<file path="config.mk">
export PLATFORM = sky130hd
export DESIGN_NAME = collision_detector
export DESIGN_NICKNAME = d
export VERILOG_FILES = /design/src/rtl/collision_detector.sv
export SDC_FILE = /design/constraint.sdc
export NUM_CORES = 1
export LEC_CHECK = 0
export ABC_AREA = 1
export BUFFER_PORTS_ARGS = -buffer_cell sky130_fd_sc_hd__buf_2
export CAP_MARGIN = 0
export CORE_MARGIN = 2
export CORE_UTILIZATION = 58
export DETAILED_ROUTE_END_ITERATION = 8
export HOLD_SLACK_MARGIN = 0.12
export PLACE_DENSITY = 0.84
export SLEW_MARGIN = 25
export SYNTH_ARGS = -nofsm -noshare
export SYNTH_HDL_FRONTEND = slang
export SYNTH_SLANG_ARGS = --single-unit
</file>
<file path="constraint.sdc">
create_clock -name clk_i -period 3.3 [get_ports clk_i]
set_clock_uncertainty 0.1 [all_clocks]
set_input_delay 0.66 -clock clk_i [delete_from_list [all_inputs] [get_ports clk_i]]
set_output_delay 0.66 -clock clk_i [all_outputs]
set_load 0.1 [all_outputs]
</file>
<file path="src/rtl/collision_detector.sv">
// collision_detector
// Classifies each snake move as apple eaten (goodColl), wall/self hit (badColl)
// or nothing, and emits exactly one result per accepted move_strobe.
//
// Ports:
//   clk_i, rst_i            clock, synchronous active-high reset
//   move_strobe_i           one-cycle request; head/apple/len inputs valid
//   head_x_i, head_y_i      new head position
//   apple_x_i, apple_y_i    apple position
//   snake_len_i             body segment count (clamped to MAX_LEN)
//   body_addr_o             body RAM read address (synchronous RAM)
//   body_x_i, body_y_i      segment position, valid one cycle after address
//   goodColl_o, badColl_o   one-cycle result pulses, never both high
//   done_o                  one-cycle pulse, check finished
//   busy_o                  high from the accepting edge until done
//   dropped_o               one-cycle pulse, strobe arrived while not ready
//
// State | meaning
// IDLE   | waiting for move_strobe
// SCAN   | walking body RAM, comparing each returned segment with the head
// REPORT | wall / empty-body result known, pulses go out at the next edge
module collision_detector #(
    parameter int GRID_W  = 16,
    parameter int GRID_H  = 12,
    parameter int MAX_LEN = 50,
    parameter int AW      = 6
) (
    input  logic          clk_i,
    input  logic          rst_i,
    input  logic          move_strobe_i,
    input  logic [3:0]    head_x_i,
    input  logic [3:0]    head_y_i,
    input  logic [3:0]    apple_x_i,
    input  logic [3:0]    apple_y_i,
    input  logic [6:0]    snake_len_i,
    output logic [AW-1:0] body_addr_o,
    input  logic [3:0]    body_x_i,
    input  logic [3:0]    body_y_i,
    output logic          goodColl_o,
    output logic          badColl_o,
    output logic          done_o,
    output logic          busy_o,
    output logic          dropped_o
);

    typedef enum logic [1:0] {IDLE, SCAN, REPORT} state_t;

    localparam logic [6:0] MAX_LEN_V = 7'(MAX_LEN);
    localparam logic [4:0] GRID_W_V  = 5'(GRID_W);
    localparam logic [4:0] GRID_H_V  = 5'(GRID_H);

    state_t        state_q;
    logic [AW-1:0] idx_q;
    logic [AW-1:0] last_idx_q;
    logic [3:0]    head_x_q;
    logic [3:0]    head_y_q;
    logic          apple_hit_q;
    logic          cmp_valid_q;
    logic          cmp_last_q;
    logic          res_good_q;
    logic          res_bad_q;
    logic          good_q;
    logic          bad_q;
    logic          done_q;
    logic          busy_q;
    logic          dropped_q;

    logic [6:0]    len_c;
    logic          wall_c;
    logic          apple_c;
    logic          body_hit_c;

    assign len_c      = (snake_len_i > MAX_LEN_V) ? MAX_LEN_V : snake_len_i;
    // Widen by one bit so a 16-wide grid still compares correctly.
    assign wall_c     = ({1'b0, head_x_i} >= GRID_W_V) || ({1'b0, head_y_i} >= GRID_H_V);
    assign apple_c    = (head_x_i == apple_x_i) && (head_y_i == apple_y_i);
    assign body_hit_c = (body_x_i == head_x_q) && (body_y_i == head_y_q);

    always_ff @(posedge clk_i) begin
        if (rst_i) begin
            state_q     <= IDLE;
            idx_q       <= '0;
            last_idx_q  <= '0;
            head_x_q    <= '0;
            head_y_q    <= '0;
            apple_hit_q <= 1'b0;
            cmp_valid_q <= 1'b0;
            cmp_last_q  <= 1'b0;
            res_good_q  <= 1'b0;
            res_bad_q   <= 1'b0;
            good_q      <= 1'b0;
            bad_q       <= 1'b0;
            done_q      <= 1'b0;
            busy_q      <= 1'b0;
            dropped_q   <= 1'b0;
        end else begin
            good_q    <= 1'b0;
            bad_q     <= 1'b0;
            done_q    <= 1'b0;
            dropped_q <= 1'b0;

            // The cycle carrying done is not ready for a new request either.
            if (move_strobe_i && ((state_q != IDLE) || done_q)) begin
                dropped_q <= 1'b1;
            end

            case (state_q)
                IDLE: begin
                    if (move_strobe_i && !done_q) begin
                        busy_q      <= 1'b1;
                        head_x_q    <= head_x_i;
                        head_y_q    <= head_y_i;
                        apple_hit_q <= apple_c;
                        cmp_valid_q <= 1'b0;
                        cmp_last_q  <= 1'b0;
                        if (wall_c) begin
                            res_good_q <= 1'b0;
                            res_bad_q  <= 1'b1;
                            state_q    <= REPORT;
                        end else if (len_c == 7'd0) begin
                            res_good_q <= apple_c;
                            res_bad_q  <= 1'b0;
                            state_q    <= REPORT;
                        end else begin
                            idx_q      <= '0;
                            last_idx_q <= AW'(len_c - 7'd1);
                            state_q    <= SCAN;
                        end
                    end
                end

                SCAN: begin
                    // Data on body_x/y belongs to the address issued one
                    // cycle earlier; cmp_valid/cmp_last track that segment.
                    if (cmp_valid_q && body_hit_c) begin
                        bad_q   <= 1'b1;
                        done_q  <= 1'b1;
                        busy_q  <= 1'b0;
                        state_q <= IDLE;
                    end else if (cmp_valid_q && cmp_last_q) begin
                        good_q  <= apple_hit_q;
                        done_q  <= 1'b1;
                        busy_q  <= 1'b0;
                        state_q <= IDLE;
                    end else begin
                        cmp_valid_q <= 1'b1;
                        cmp_last_q  <= (idx_q == last_idx_q);
                        if (idx_q != last_idx_q) begin
                            idx_q <= idx_q + AW'(1);
                        end
                    end
                end

                REPORT: begin
                    good_q  <= res_good_q;
                    bad_q   <= res_bad_q;
                    done_q  <= 1'b1;
                    busy_q  <= 1'b0;
                    state_q <= IDLE;
                end

                default: state_q <= IDLE;
            endcase
        end
    end

    // idx only moves in SCAN, so the address naturally holds elsewhere.
    assign body_addr_o = idx_q;
    assign goodColl_o  = good_q;
    assign badColl_o   = bad_q;
    assign done_o      = done_q;
    assign busy_o      = busy_q;
    assign dropped_o   = dropped_q;

endmodule
</file>
==> Word level (Yosys, flattened, before mapping) <==
Index checks and enable logic that the tools add are counted.
{ "word_totals": {"out_inout_bits": 11, "regBits": 32, "inputBits": 34} }
{ "op_classes": {"n_eq_ne": 15, "reduce_logical": 21, "n_bitwise": 2, "mux": 38, "n_lt_le_gt_ge": 2, "n_addsub": 2} }
{ "ops": {"columns": ["op", "n"], "rows": [
  ["two-way mux 6 bit", 6],
  ["two-way mux 1 bit", 18],
  ["== test 4 bit", 4],
  ["inequality test 2 bit, second input constant", 6],
  ["case mux 6 bit (2 select lines)", 1],
  ["two-way mux 2 bit", 5],
  ["case mux 1 bit (2 select lines)", 5],
  ["AND reduction 4 bit", 2],
  ["> comparator 7 x 6 -> 1 bit, second input constant", 1],
  ["zero test 7 bit", 1],
  ["two-way mux 7 bit", 1],
  ["AND reduction 7 bit", 1],
  ["adder 6 x 1 -> 6 bit, second input constant", 1],
  ["== test 6 bit", 1],
  ["logical AND 1 bit", 6],
  ["inequality test 6 bit", 1],
  ["AND reduction 3 bit", 2],
  ["nonzero test 2 bit", 3],
  ["subtractor 6 x 1 -> 6 bit, second input constant", 1],
  [">= comparator 4 bit, second input constant", 1],
  ["case mux 2 bit (2 select lines)", 1],
  ["AND reduction 2 bit", 2],
  ["inequality test 3 bit, second input constant", 1],
  ["case mux 1 bit (3 select lines)", 1],
  ["other kinds (7)", 8]
]} }

==> Depth between registers and ports, before layout <==
{ "depth": {"ltp_word": 7, "mapped_depth": 14} }

==> Worst setup path after synthesis <==
No wires, ideal clock.
{ "synth_path": {"path_kind": "reg-to-reg", "startpoint": "register idx_q[0], in the netlist body_addr_o[0]", "endpoint": "register idx_q[4], in the netlist body_addr_o[4]", "t_arrival_ns": 1.879, "t_required_ns": 3.087, "path_slack_ns": 1.208, "synth_period_minus_slack_ns": 2.092, "path_buffers": 0, "path_stages_with_launch": 9, "setup_ns": 0.113, "cell_sequence": "dfxtp_1 -> ha_1 -> nand2_1 -> inv_1 -> nand2_1 -> o21ai_0 -> a21oi_1 -> nor2_1 -> nor2_1"} }
{ "synth_via": {"elab_chain_cells": 5} }
{ "synth_rtl": {"columns": ["element", "line_no", "text"], "rows": [
  ["from (decl)", "53", "logic [AW-1:0] idx_q;"],
  ["from (signal assigned)", "149", "idx_q <= idx_q + AW'(1);"],
  ["adder 6 x 1 -> 6 bit", "149", null],
  ["two-way mux 6 bit", "148", "if (idx_q != last_idx_q) begin"],
  ["two-way mux 6 bit", "140", "end else if (cmp_valid_q && cmp_last_q) begin"],
  ["two-way mux 6 bit", "135", "if (cmp_valid_q && body_hit_c) begin"],
  ["case mux 6 bit (2 select lines)", "107", "case (state_q)"]
]} }
Parallel ways exist; a longest one is shown, timed or not. The select of a mux whose other input is x is not followed.
A chain may end at the register's enable or synchronous reset.

==> Worst setup path after layout <==
{ "layout_path": {"startpoint": "input port snake_len_i[3]", "endpoint": "register idx_q[1], in the netlist body_addr_o[1]"} }
{ "layout_via": {"elab_chain_cells": 5} }
{ "layout_rtl": {"columns": ["element", "line_no", "text"], "rows": [
  ["from (decl)", "35", "input logic [6:0] snake_len_i,"],
  ["> comparator 7 x 6 -> 1 bit", "73", "assign len_c = (snake_len_i > MAX_LEN_V) ? MAX_LEN_V : snake_len_i;"],
  ["two-way mux 7 bit (*)", "73", null],
  ["zero test 7 bit (*)", "120", "end else if (len_c == 7'd0) begin"],
  ["inequality test 2 bit (no line) (*)", null, null],
  ["AND reduction 7 bit (no line) (*)", null, null]
]} }
Every way passes the cells marked *; elsewhere a longest branch is shown, timed or not.

==> summary.md <==
| Metric | Value |
|---|---|
| Clock root cell | clkbuf_4 |
| Seq/Total Area, Yosys | 0.3329 |
| Buffers added on ports | 44 |
| Crit-path cells | buf_2 > nor2_1 > nand2_1 > nand3_2 > nand3_1 > ha_1 > nand4_1 > nand2_1 > nor2_2 > nand3_2 > and2_1 > nor2_1 |
| Initial DRC Count | 62 |
| Worst r2r src | state_q[1]$_SDFFE_PP0P_ |
| CP arrival | 2.25 ns |
| Critical path required time | 3.48 ns |
| Hold Path Class | register to register |
| PostCTS Resize Cnt | 0 |
| Initial core utilization | 0.6202 |
| Status | finished clean |
| Max Cap Viol | 0 |
| Simple-gate share of the synthesized area | 0.3179 |
| Hold Fails Final Rpt | 0 |
| Area grow syn2layout | 15.73% |
| Final #Nets | 370 |
| Adder-cell area share of the yosys netlist | 0.04551 |
| Register clock-pin slew on the reported worst setup and hold paths | 0.10 ns |
| Die ar. | 0.003795 mm^2 |
| RSZ-0062 raised after global routing | no |
| Die extent in x | 61.60 um |
| Most common cell after layout, fill and taps aside | nand2_1 |
| Synth area leader | dfxtp_1 |
| Post-CTS Setup Inserts | 0 |
| Clock period minus worst slack | 2.062 ns |
| Crit Path Category | input pin to register |
| Fin Setup TNS | 0 ns |
| Top post-synthesis cells by area | dfxtp_1 (33%), nand2_1 (12%), nor2_1 (7.6%) |
| Mean area per synthesized cell | 6.776 um^2 |
| Multiplexer share of the synthesized area | 0 |
| Synth warn | 0 |
| Worst slew pin tran | 0.6613 ns |
| Yosys reg bits | 32 |
| Total GRT Usage | 0.2517 |
| Vias in the first global route | 1667 |
| Max-slew headroom | 0.5587 |
| Core area | 0.003103 mm^2 |
| CP startpoint | snake_len_i[3] |
| DRT antenna net count | 0 |
| Most frequent cells in the layout | nand2_1 (60), buf_2 (44), nor2_1 (39) |
| TritonCTS clock tree | yes |
| CTS max path bufs | 2 |
| Hold Buf Count CTS | 0 |
| Worst slack, placed | 0.9045 ns |
| Peak supply drop | 0.3209 mV |
| Final worst path period share | 0.6248 |
| Post-Synth XOR/XNOR Area | 0.08648 |
| Post-synth EDFFs | 0 |
| H-tree Lvls | 2 |
| Area share of the largest cell type after synthesis | 0.3329 |
| Worst Slack Setup Final | 1.238 ns |
| Synthesized cell area | 0.001924 mm^2 |
| Clock sinks | 32 |
| CTS buffer count | 5 |
| CP endpoint kind | register |
| Largest net degree at the start of global routing | 24 |
| Min-delay src | head_y_q[1]$_SDFFE_PP0P_ |
| Via density | 4.997 |
| Slowest library cell on the worst path | ha_1 |
| Power density over cell area | 480.8 mW/mm^2 |
| Die Ht | 61.60 um |
| Main synth FF type | dfxtp_1 |
| DRC violations left | 0 |
| Crit start category | input pin |
| First-pass iteration count of the detailed router | 5 |
| Routed WL per cell | 10.92 um |
| Diode count | 0 |
| Netlist cell types | 31 |
| WL final | 4085 um |
| Final slew viol count | 0 |
| FP Rows | 20 |
| Grt total ovfl | 0 |
| Clock Latency Late Sink | 0.34 ns |
| Main combinational cell family by area after synthesis | simple AND/OR/NAND/NOR gates |
| Final HPWL DP | 3148 um |
| Syn nets | 325 |
| Compound-gate portion of the synthesized area | 0.1248 |
| Synth Instances | 284 |
| Initial antenna violation count | 0 |
| Max Freq | 0.4850 GHz |
| Share of cells above drive strength 1 | 0.2152 |
| Setup violators final | 0 |
| Ys async rst share | 0 |
| CP max stage delay | 0.24 ns |
| Vias | 1869 |
| Critical path peak fanout | 11 |
| LEAKAGE | 1.129 nW |
| GPL Wtd Cong | 0.8657 |
| First-pass GRT wire length | 6962 um |
| # IOs | 45 |
## state kept, by name, summed over array words and instances, names as in the netlist, 2 cells and up
name and flops:
last_idx_q 6, state_q 2, body_addr_o 6, head_x_q 4, head_y_q 4
## cell type report
cell class | instances | area (um^2)
Multi-Input combinational cell | 207 | 1106
Timing Repair Buffer | 44 | 220.2
Tap cell | 44 | 55.05
Inverter | 39 | 146.4
Sequential cell | 32 | 640.6
Clock buffer | 8 | 58.81
Fill cell | 290 | 875.8
## cell families (layout without fill, tap and decap cells)
family	count (synthesis)	count (layout)
AND/OR/NAND/NOR	137	137
flip-flops	32	32
adder cells (fa/ha/maj)	7	7
buffers and inverters	45	91
AO/OA/AOI/OAI	44	44
XOR/XNOR	19	19
## per-stage QoR
step,power [mW],instances,utilization,hold slack (ns),area [um^2]
floorplan,0.7624,284,-,0.3352,1924
global placement,0.8320,366,0.6988,0.3441,2168
detailed placement,0.8401,366,0.6988,0.3493,2168
CTS,1.073,374,0.7177,0.3635,2227
global route,1.142,374,0.7177,0.3895,2227
finish,1.071,374,0.7177,0.3596,2227
## critical path, delay by kind of cell
family	cells	cell delay [ns]
buffers and inverters	1	0.13
adder cells (fa/ha/maj)	1	0.24
AND/OR/NAND/NOR	10	1.23
## synthesized netlist by cell type, drive strengths merged, types with 2 or more instances
| library cell | instances |
|---|---|
| nand2 | 61 |
| nor2 | 44 |
| inv | 38 |
| dfxtp | 32 |
| a21oi | 21 |
| o21ai | 19 |
| nand3 | 16 |
| xnor2 | 11 |
| nand4 | 8 |
| xor2 | 8 |
| ha | 7 |
| clkbuf | 4 |
| nor3 | 3 |
| buf | 2 |
| or2 | 2 |
## worst paths after layout
path	slack (ns)	cells past startpoint	to
worst max register to register	1.41	8	body_addr_o[1]$_SDFFE_PP0P_
worst min register to register	0.36	2	head_y_q[1]$_SDFFE_PP0P_
worst min-delay path	0.36	2	head_y_q[1]$_SDFFE_PP0P_
worst max-delay path	1.24	12	body_addr_o[1]$_SDFFE_PP0P_
## where the power goes
group,internal [mW],switching (mW)
combinational,0.109,0.266
clock,0.105,0.132
sequential,0.425,0.0340
total,0.638,0.432
## metal layers
layer  routed length, um  up-vias  global-route usage  part of all wire
met5                   0        -                   0                 0
met4                  66        0             0.08207             0.016
met2                1848       36              0.4195              0.45
met1                2023      826              0.3103              0.50
met3                 146        7             0.07563             0.036
li1                    -     1000                   -                 -
Power figures use the tool's default switching activity.
